==> src/rtl/alu_cmd_driver.sv <==
// Command-side driver for the 8-bit ALU: FIFO-buffered commands issued one at a time, results returned with their function code.
// Optional WAIT timeout is compiled in with `define ALU_CMD_DRIVER_TIMEOUT_EN.
module alu_cmd_driver #(
  parameter int DEPTH   = 4,
  parameter int TIMEOUT = 15
) (
  input  logic       in_clock,
  input  logic       in_reset,
  input  logic       in_cmd_valid,
  output logic       out_cmd_ready,
  input  logic [7:0] in_cmd_lhs,
  input  logic [7:0] in_cmd_rhs,
  input  logic [2:0] in_cmd_function,
  output logic       out_alu_valid,
  output logic [7:0] out_alu_lhs,
  output logic [7:0] out_alu_rhs,
  output logic [2:0] out_alu_function,
  input  logic       in_alu_valid,
  input  logic [7:0] in_alu_result,
  output logic       out_rsp_valid,
  input  logic       in_rsp_ready,
  output logic [7:0] out_rsp_result,
  output logic [2:0] out_rsp_function,
  output logic       out_rsp_timeout,
  output logic [1:0] dbg_state
);

  // Handshakes: a transfer happens on a rising edge where valid && ready are both
  // high; a valid source holds its payload stable until that edge, ready may be
  // driven freely and never depends on valid.

  localparam int AW = $clog2(DEPTH);
  localparam int CW = AW + 1;

  typedef enum logic [1:0] {
    IDLE  = 2'd0,
    ISSUE = 2'd1,
    WAIT  = 2'd2,
    RESP  = 2'd3
  } state_t;

  typedef struct packed {
    logic [7:0] lhs;
    logic [7:0] rhs;
    logic [2:0] func;
  } cmd_t;

  generate
    if (DEPTH < 2 || (DEPTH & (DEPTH - 1)) != 0 || TIMEOUT < 1) begin : g_bad_param
      $error("alu_cmd_driver: DEPTH must be a power of two >= 2 and TIMEOUT >= 1");
    end
  endgenerate

  state_t        state_q;
  state_t        state_d;
  cmd_t          mem [DEPTH];
  cmd_t          head;
  logic [AW-1:0] wr_ptr;
  logic [AW-1:0] rd_ptr;
  logic [CW-1:0] count;
  logic          push;
  logic          pop;
  logic          fifo_empty;
  logic          to_hit;

  // ---------------------------------------------------------------- command FIFO
  assign out_cmd_ready = (count != CW'(DEPTH));
  assign fifo_empty    = (count == '0);
  assign push          = in_cmd_valid && out_cmd_ready;
  assign head          = mem[rd_ptr];

  always_ff @(posedge in_clock) begin
    if (push) begin
      mem[wr_ptr] <= '{lhs: in_cmd_lhs, rhs: in_cmd_rhs, func: in_cmd_function};
    end
  end

  always_ff @(posedge in_clock) begin
    if (in_reset) begin
      wr_ptr <= '0;
      rd_ptr <= '0;
      count  <= '0;
    end else begin
      if (push) wr_ptr <= wr_ptr + 1'b1;
      if (pop)  rd_ptr <= rd_ptr + 1'b1;
      case ({push, pop})
        2'b10:   count <= count + 1'b1;
        2'b01:   count <= count - 1'b1;
        default: count <= count;
      endcase
    end
  end

  // ---------------------------------------------------------------- WAIT timeout
`ifdef ALU_CMD_DRIVER_TIMEOUT_EN
  localparam int TW = $clog2(TIMEOUT + 1);

  logic [TW-1:0] to_cnt;
  logic          rsp_timeout_q;

  // Fires on the WAIT cycle whose increment would bring the count to TIMEOUT.
  assign to_hit          = (state_q == WAIT) && (to_cnt == TW'(TIMEOUT - 1));
  assign out_rsp_timeout = rsp_timeout_q;

  always_ff @(posedge in_clock) begin
    if (in_reset) begin
      to_cnt        <= '0;
      rsp_timeout_q <= 1'b0;
    end else begin
      if (state_q == ISSUE) begin
        to_cnt <= '0;
      end else if (state_q == WAIT && !in_alu_valid && !to_hit) begin
        to_cnt <= to_cnt + 1'b1;
      end
      if (state_q == WAIT) begin
        if (in_alu_valid) rsp_timeout_q <= 1'b0;
        else if (to_hit)  rsp_timeout_q <= 1'b1;
      end
    end
  end
`else
  assign to_hit          = 1'b0;
  assign out_rsp_timeout = 1'b0;
`endif

  // ---------------------------------------------------------------- FSM
  always_ff @(posedge in_clock) begin
    if (in_reset) state_q <= IDLE;
    else          state_q <= state_d;
  end

  always_comb begin
    state_d          = state_q;
    pop              = 1'b0;
    out_alu_valid    = 1'b0;
    out_alu_lhs      = 8'd0;
    out_alu_rhs      = 8'd0;
    out_alu_function = 3'd0;
    out_rsp_valid    = 1'b0;
    case (state_q)
      IDLE: begin
        if (!fifo_empty) state_d = ISSUE;
      end
      ISSUE: begin
        out_alu_valid    = 1'b1;
        out_alu_lhs      = head.lhs;
        out_alu_rhs      = head.rhs;
        out_alu_function = head.func;
        pop              = 1'b1;
        state_d          = WAIT;
      end
      WAIT: begin
        if (in_alu_valid || to_hit) state_d = RESP;
      end
      RESP: begin
        out_rsp_valid = 1'b1;
        if (in_rsp_ready) state_d = IDLE;
      end
      default: state_d = IDLE;
    endcase
  end

  assign dbg_state = state_q;

  // ---------------------------------------------------------------- response capture
  // The function is latched at issue; result only moves while in WAIT, so both
  // stay frozen for the whole RESP stall.
  always_ff @(posedge in_clock) begin
    if (in_reset) begin
      out_rsp_result   <= 8'd0;
      out_rsp_function <= 3'd0;
    end else begin
      if (state_q == ISSUE) out_rsp_function <= head.func;
      if (state_q == WAIT) begin
        if (in_alu_valid) out_rsp_result <= in_alu_result;
        else if (to_hit)  out_rsp_result <= 8'd0;
      end
    end
  end

endmodule

==> config.mk <==
export PLATFORM = sky130hd
export DESIGN_NAME = alu_cmd_driver
export DESIGN_NICKNAME = d
export VERILOG_FILES = /design/src/rtl/alu_cmd_driver.sv
export SDC_FILE = /design/constraint.sdc
export NUM_CORES = 1
export LEC_CHECK = 0
export CAP_MARGIN = 10
export CORE_AREA = 2 2 95 97
export DETAILED_ROUTE_END_ITERATION = 6
export DIE_AREA = 0 0 97 99
export PLACE_DENSITY_LB_ADDON = 0.25
export SETUP_SLACK_MARGIN = 0.05
export SLEW_MARGIN = 20
export SYNTH_ARGS = -nofsm -noshare
export SYNTH_HDL_FRONTEND = slang
export SYNTH_SLANG_ARGS = --single-unit
==> constraint.sdc <==
create_clock -name in_clock -period 2 [get_ports in_clock]
set_input_delay 0.4 -clock in_clock [delete_from_list [all_inputs] [get_ports in_clock]]
set_output_delay 0.4 -clock in_clock [all_outputs]
set_load 0.01 [all_outputs]
* Word level (Yosys, flattened, before mapping) *
Memory sizes are Yosys's and may differ from the RTL's. A register that Yosys moved wholly into a read port is not among the register bits.
Index checks and enable logic that the tools add are counted.

operators by class
  $add $sub $neg = 4
  equality and inequality tests = 9
  mux-type cells = 14
  reduce and logical (&&, ||, !) cells = 6

operators by type and width
  cell                 number
  $mux 8               2
  $mux 2               5
  $pmux 2 s4           1
  $eq 2x2->1 const B   3
  $ne 2x2->1 const B   3
  $pmux 3 s2           1
  $add 2x1->2 const B  2
  $eq 2x1->1 const B   2
  $mux 1               4
  $add 3x1->3 const B  1
  $logic_not 3->1      1
  $mux 3               1
  $ne 3x3->1 const B   1
  $reduce_and 3->1     1
  $sub 3x1->3 const B  1
  $logic_not 2->1      1
  $reduce_and 2->1     1
  $reduce_bool 2->1    1
  $logic_and 1x1->1    1

storage, ports and cells
  register bits after elaboration = 20
  bits in writable memories = 76
  bits of input ports = 32
  output and inout bits = 36
  logic and storage cells = 40
  memories kept = 1

memory list
  name  depth  bits a word  rd ports  clocked after Yosys merged registers in  write ports  RTL line  source
  mem   4      19           1         1                                        1            56        cmd_t mem [DEPTH];

* Logic depth before layout (Yosys ltp) *
  depth after elaboration = 4
  depth in mapped cells = 8
  gate-level depth less buffers = 8

* Least setup slack after synthesis *
Ideal clock, no wire load.

  path kind = register to register
  start point = reg count[0]
  end point = reg count[2]
  library setup time = 0.070 ns
  arrival time = 2.018 ns
  required time = 1.930 ns
  path slack = -0.088 ns
  stages on the path, launching flop included = 9
  cells stage by stage = dfxtp_1 > nor2_1 > a21boi_1 > inv_1 > ha_1 > fa_1 > xnor2_1 > or3_1 > a21oi_1

between the ends
  word-level cells in the longest chain between the ends = 4
  elaborated cells between the ends (all ways) = 8

ends and longest elaborated chain
  item                                                    RTL line  source
  from (decl)                                             60        logic [CW-1:0] count;
  from (signal assigned)                                  87        2'b10: count <= count + 1'b1;
  from (signal assigned)                                  88        2'b01: count <= count - 1'b1;
  from (signal assigned)                                  89        default: count <= count;
  $ne 3x3->1                                              67        assign out_cmd_ready = (count != CW'(DEPTH));
  $logic_and 1x1->1                                       69        assign push = in_cmd_valid && out_cmd_ready;
  $eq 2x1->1 / $eq 2x2->1 (equally long branches)         86        case ({push, pop})
  $pmux 3 s2 / $reduce_bool 2->1 (equally long branches)  --

Parallel ways exist; a longest one is shown, timed or not.
A chain may end at the register's enable or synchronous reset.

==> reports/metrics.csv <==
metric,value,unit
startpoint type of the worst setup path,flop,
Post-Synth XOR/XNOR Area,0.890,%
post-synthesis compound-gate area fraction,1.91,%
"Top FF cell, synth",edfxtp_1,
cell leakage power,1.89,nW
post-synthesis mux area share,13.8,%
"commonest non-fill, non-tap cell in the layout",edfxtp_1,
Routed Antenna Nets,0,
Detail Placement HPWL,4.99,mm
Placed Cells,420,
max incr delay on CP,0.52,ns
worst hold stages,2,
PD cells,1200,nW/um2
num ports,68,
Yosys top cell by area,edfxtp_1,
CTS Buf Count,9,
outcome,finished with violations,
combinational share of power,37.4,%
DR vias,2223,
largest net degree at the start of global routing,20,
reg-to-reg critical path endpoint,count[2],
gr ovfl total,0,
number of global-route vias before repair,2342,
post-synthesis cell type count,30,
switching fraction of total power,28.8,%
skew final,0.0142,ns
clk buf depth,2,
initial antenna violation count,0,
critical-path cell list,"buf_12, mux4_2, and2_4, buf_6",
Worst Reg2Reg Path Length in Cells,8,
Die W,97,um
"Seq/Total Area, Yosys",69.1,%
floorplan row count,34,
Int Pwr,4.49,mW
failing checks,negative setup slack,
Worst Hold Class,flop to flop,
clock power share,21.0,%
CTS Hold Bufs,0,
final instance area,5240,um2
layout cells sized above 1,34.1,%
"Reg clk slew, reported paths",0.10,ns
DR iter-0 viols,70,
Post-Synth Simple-Gate Area,7.88,%
final core occ,61.2,%
final setup margin,-0.114,ns
Finished Layout Cells,442,
final wirelength,7.38,mm
Critical R2R Launch,count[0],
Final Power,6.31,mW
P&R area growth vs syn,33.0,%
DIE AREA,9600,um2
CTS tree,built,
worst endpoint required time,1.60,ns
final-layout fill cell count,626,
Vias per Instance,5.03,
DRC violations left,0,
kind of critical path,flop to primary output,
Pre-Repair DR Iteration Count,4,
Max H-tree Level,3,
"top cells by area, synth","edfxtp_1, dfxtp_1, mux4_1, mux4_2, and2_1",
max cap viols,0,
Initial Utilization,46.0,%
maximum fanout along the worst path,5,
WHS Endpoint,out_rsp_result[1],
CTS Sinks,98,
Tcrit/Tclk final,106,%
largest family of logic cells by synthesized area,multiplexers,
worst-margin pin slew,0.597,ns
Synth async-reset ratio,0,%
Root Buffer,clkbuf_8,
r2r setup slk,0.05,ns
"Hold Vio Cnt, Final",0,
critical path data arrival time,1.71,ns
Routed wire per std cell,16.7,um
Max-slew headroom,60.2,%
gpl congestion,0.772,
Peak supply drop,0.698,mV
#FFs+latches synth,98,
Syn. warnings,0,
Post-Synth Adder-Cell Area,3.69,%
register share of total power,41.5,%
critical path endpoint category,primary output,
core area,8550,um2
Netlist Area Pre-Place,3940,um2
"commonest cells after routing, fill and taps aside","edfxtp_1, clkdlybuf4s50_1, buf_4",
Overall Global Routing Usage,16.1,%
Final setup viols,19,
Hold Slack,0.461,ns
Mapped Cells,233,
fmax,473,MHz
RSZ-0062 raised after global routing,yes,
Final Slew Violations,0,
Hold Startpoint,out_rsp_result[1],
global-route wire length before repair,11.8,mm
post-synthesis net count,276,
Post-synth EDFFs,76,
CP max-delay cell,mux4_2,
fin nets,372,
DP Area,4890,um2
Worst-Skew Late Latency,0.36,ns
syn_area_per_cell,16.9,um2
share of the synthesized area in the top cell type,58.0,%
P_sw,1.82,mW
die height,99,um
IO Port Bufs,66,
Ant. Diodes,0,
min Tclk post-route,2.11,ns
==> worst max-delay path by stage <==
stage / start / end / slack [ns] / depth (start not counted)
final: flop / out_alu_function[0] / -0.11 / 4
after detailed placement: in_cmd_valid / count[2] / -0.35 / 8
after floorplan: count[1] / count[2] / 0.06 / 8
after global routing: flop / out_alu_function[0] / -0.17 / 4
after CTS: flop / out_alu_rhs[0] / -0.13 / 4
after global placement: in_cmd_valid / count[2] / -0.29 / 8
==> sequential cells by signal (all words and copies together) (netlist names), named ones only <==
signal,count
count,3
dbg_state,2
mem,76
out_rsp_function,3
out_rsp_result,8
rd_ptr,2
wr_ptr,2
==> through the flow <==
| stage | worst slack (ns) | TNS (ns) |
|---|---|---|
| floorplan | 0.0607 | 0 |
| global placement | -0.294 | -2.69 |
| detailed placement | -0.348 | -2.75 |
| CTS | -0.131 | -2.10 |
| global route | -0.169 | -2.83 |
| finish | -0.114 | -1.68 |
==> what timing repair did <==
action                                  in CTS  in global routing
hold endpoints to repair                     0                  0
endpoints found under the setup margin      22                 21
buffers inserted                             1                  4
gates cloned                                 1                  0
pin swaps                                   19                  5
gates resized for setup                    115                 21
==> area by class of cell <==
type                       instances  area (um2)  area share [%]
clock buffer                       9         124            2.37
sequential                        98        2730            52.2
clock inverter                     7        93.8            1.79
inverter                           7        26.3           0.502
tap                              108         135            2.58
multi-input combinational        116        1150            22.0
timing repair buffer              97         972            18.6
==> critical path: cells and delay by family, from the launching register on <==
family | cells | cell delay, ns
buffers and inverters | 2 | 0.25
DFF | 1 | 0.43
muxes | 1 | 0.52
and+or+nand+nor | 1 | 0.16
==> power by group through the flow <==
stage	logic [mW]	registers (mW)	clock network, mW
5_1_grt	2.55	2.65	1.45
3_3_place_gp	2.01	2.61	0
2_1_floorplan	1.14	2.63	0
6_report	2.36	2.62	1.33
3_5_place_dp	2.03	2.63	0
4_1_cts	2.19	2.62	1.37
==> synthesized netlist by cell type (2+ instances only) <==
library cell and number:
a21oi_1 9, and2_1 23, buf_2 3, clkbuf_1 5, dfxtp_1 22, edfxtp_1 76
ha_1 10, inv_1 7, mux2i_1 7, mux4_1 9, mux4_2 10, nand2_1 11
nand2b_1 5, nand3_1 8, nor2_1 11, xnor2_1 2, xor2_1 2
==> per-layer routing <==
layer | vias to the layer above | wire [um] | track usage (%)
li1 | 1053 | - | -
met4 | 0 | 144 | 8.67
met5 | - | 0 | 0
met2 | 52 | 3860 | 27.5
met3 | 12 | 238 | 2.84
met1 | 1106 | 3130 | 19.6
==> cell families after synthesis <==
group / Yosys count
adder cells (fa/ha/maj): 11
other: 1
multiplexers: 27
XOR/XNOR: 4
flip-flops: 98
AO/OA/AOI/OAI: 13
AND/OR/NAND/NOR: 60
buffers and inverters: 19
Note: power is estimated with default switching activity, not from simulation.
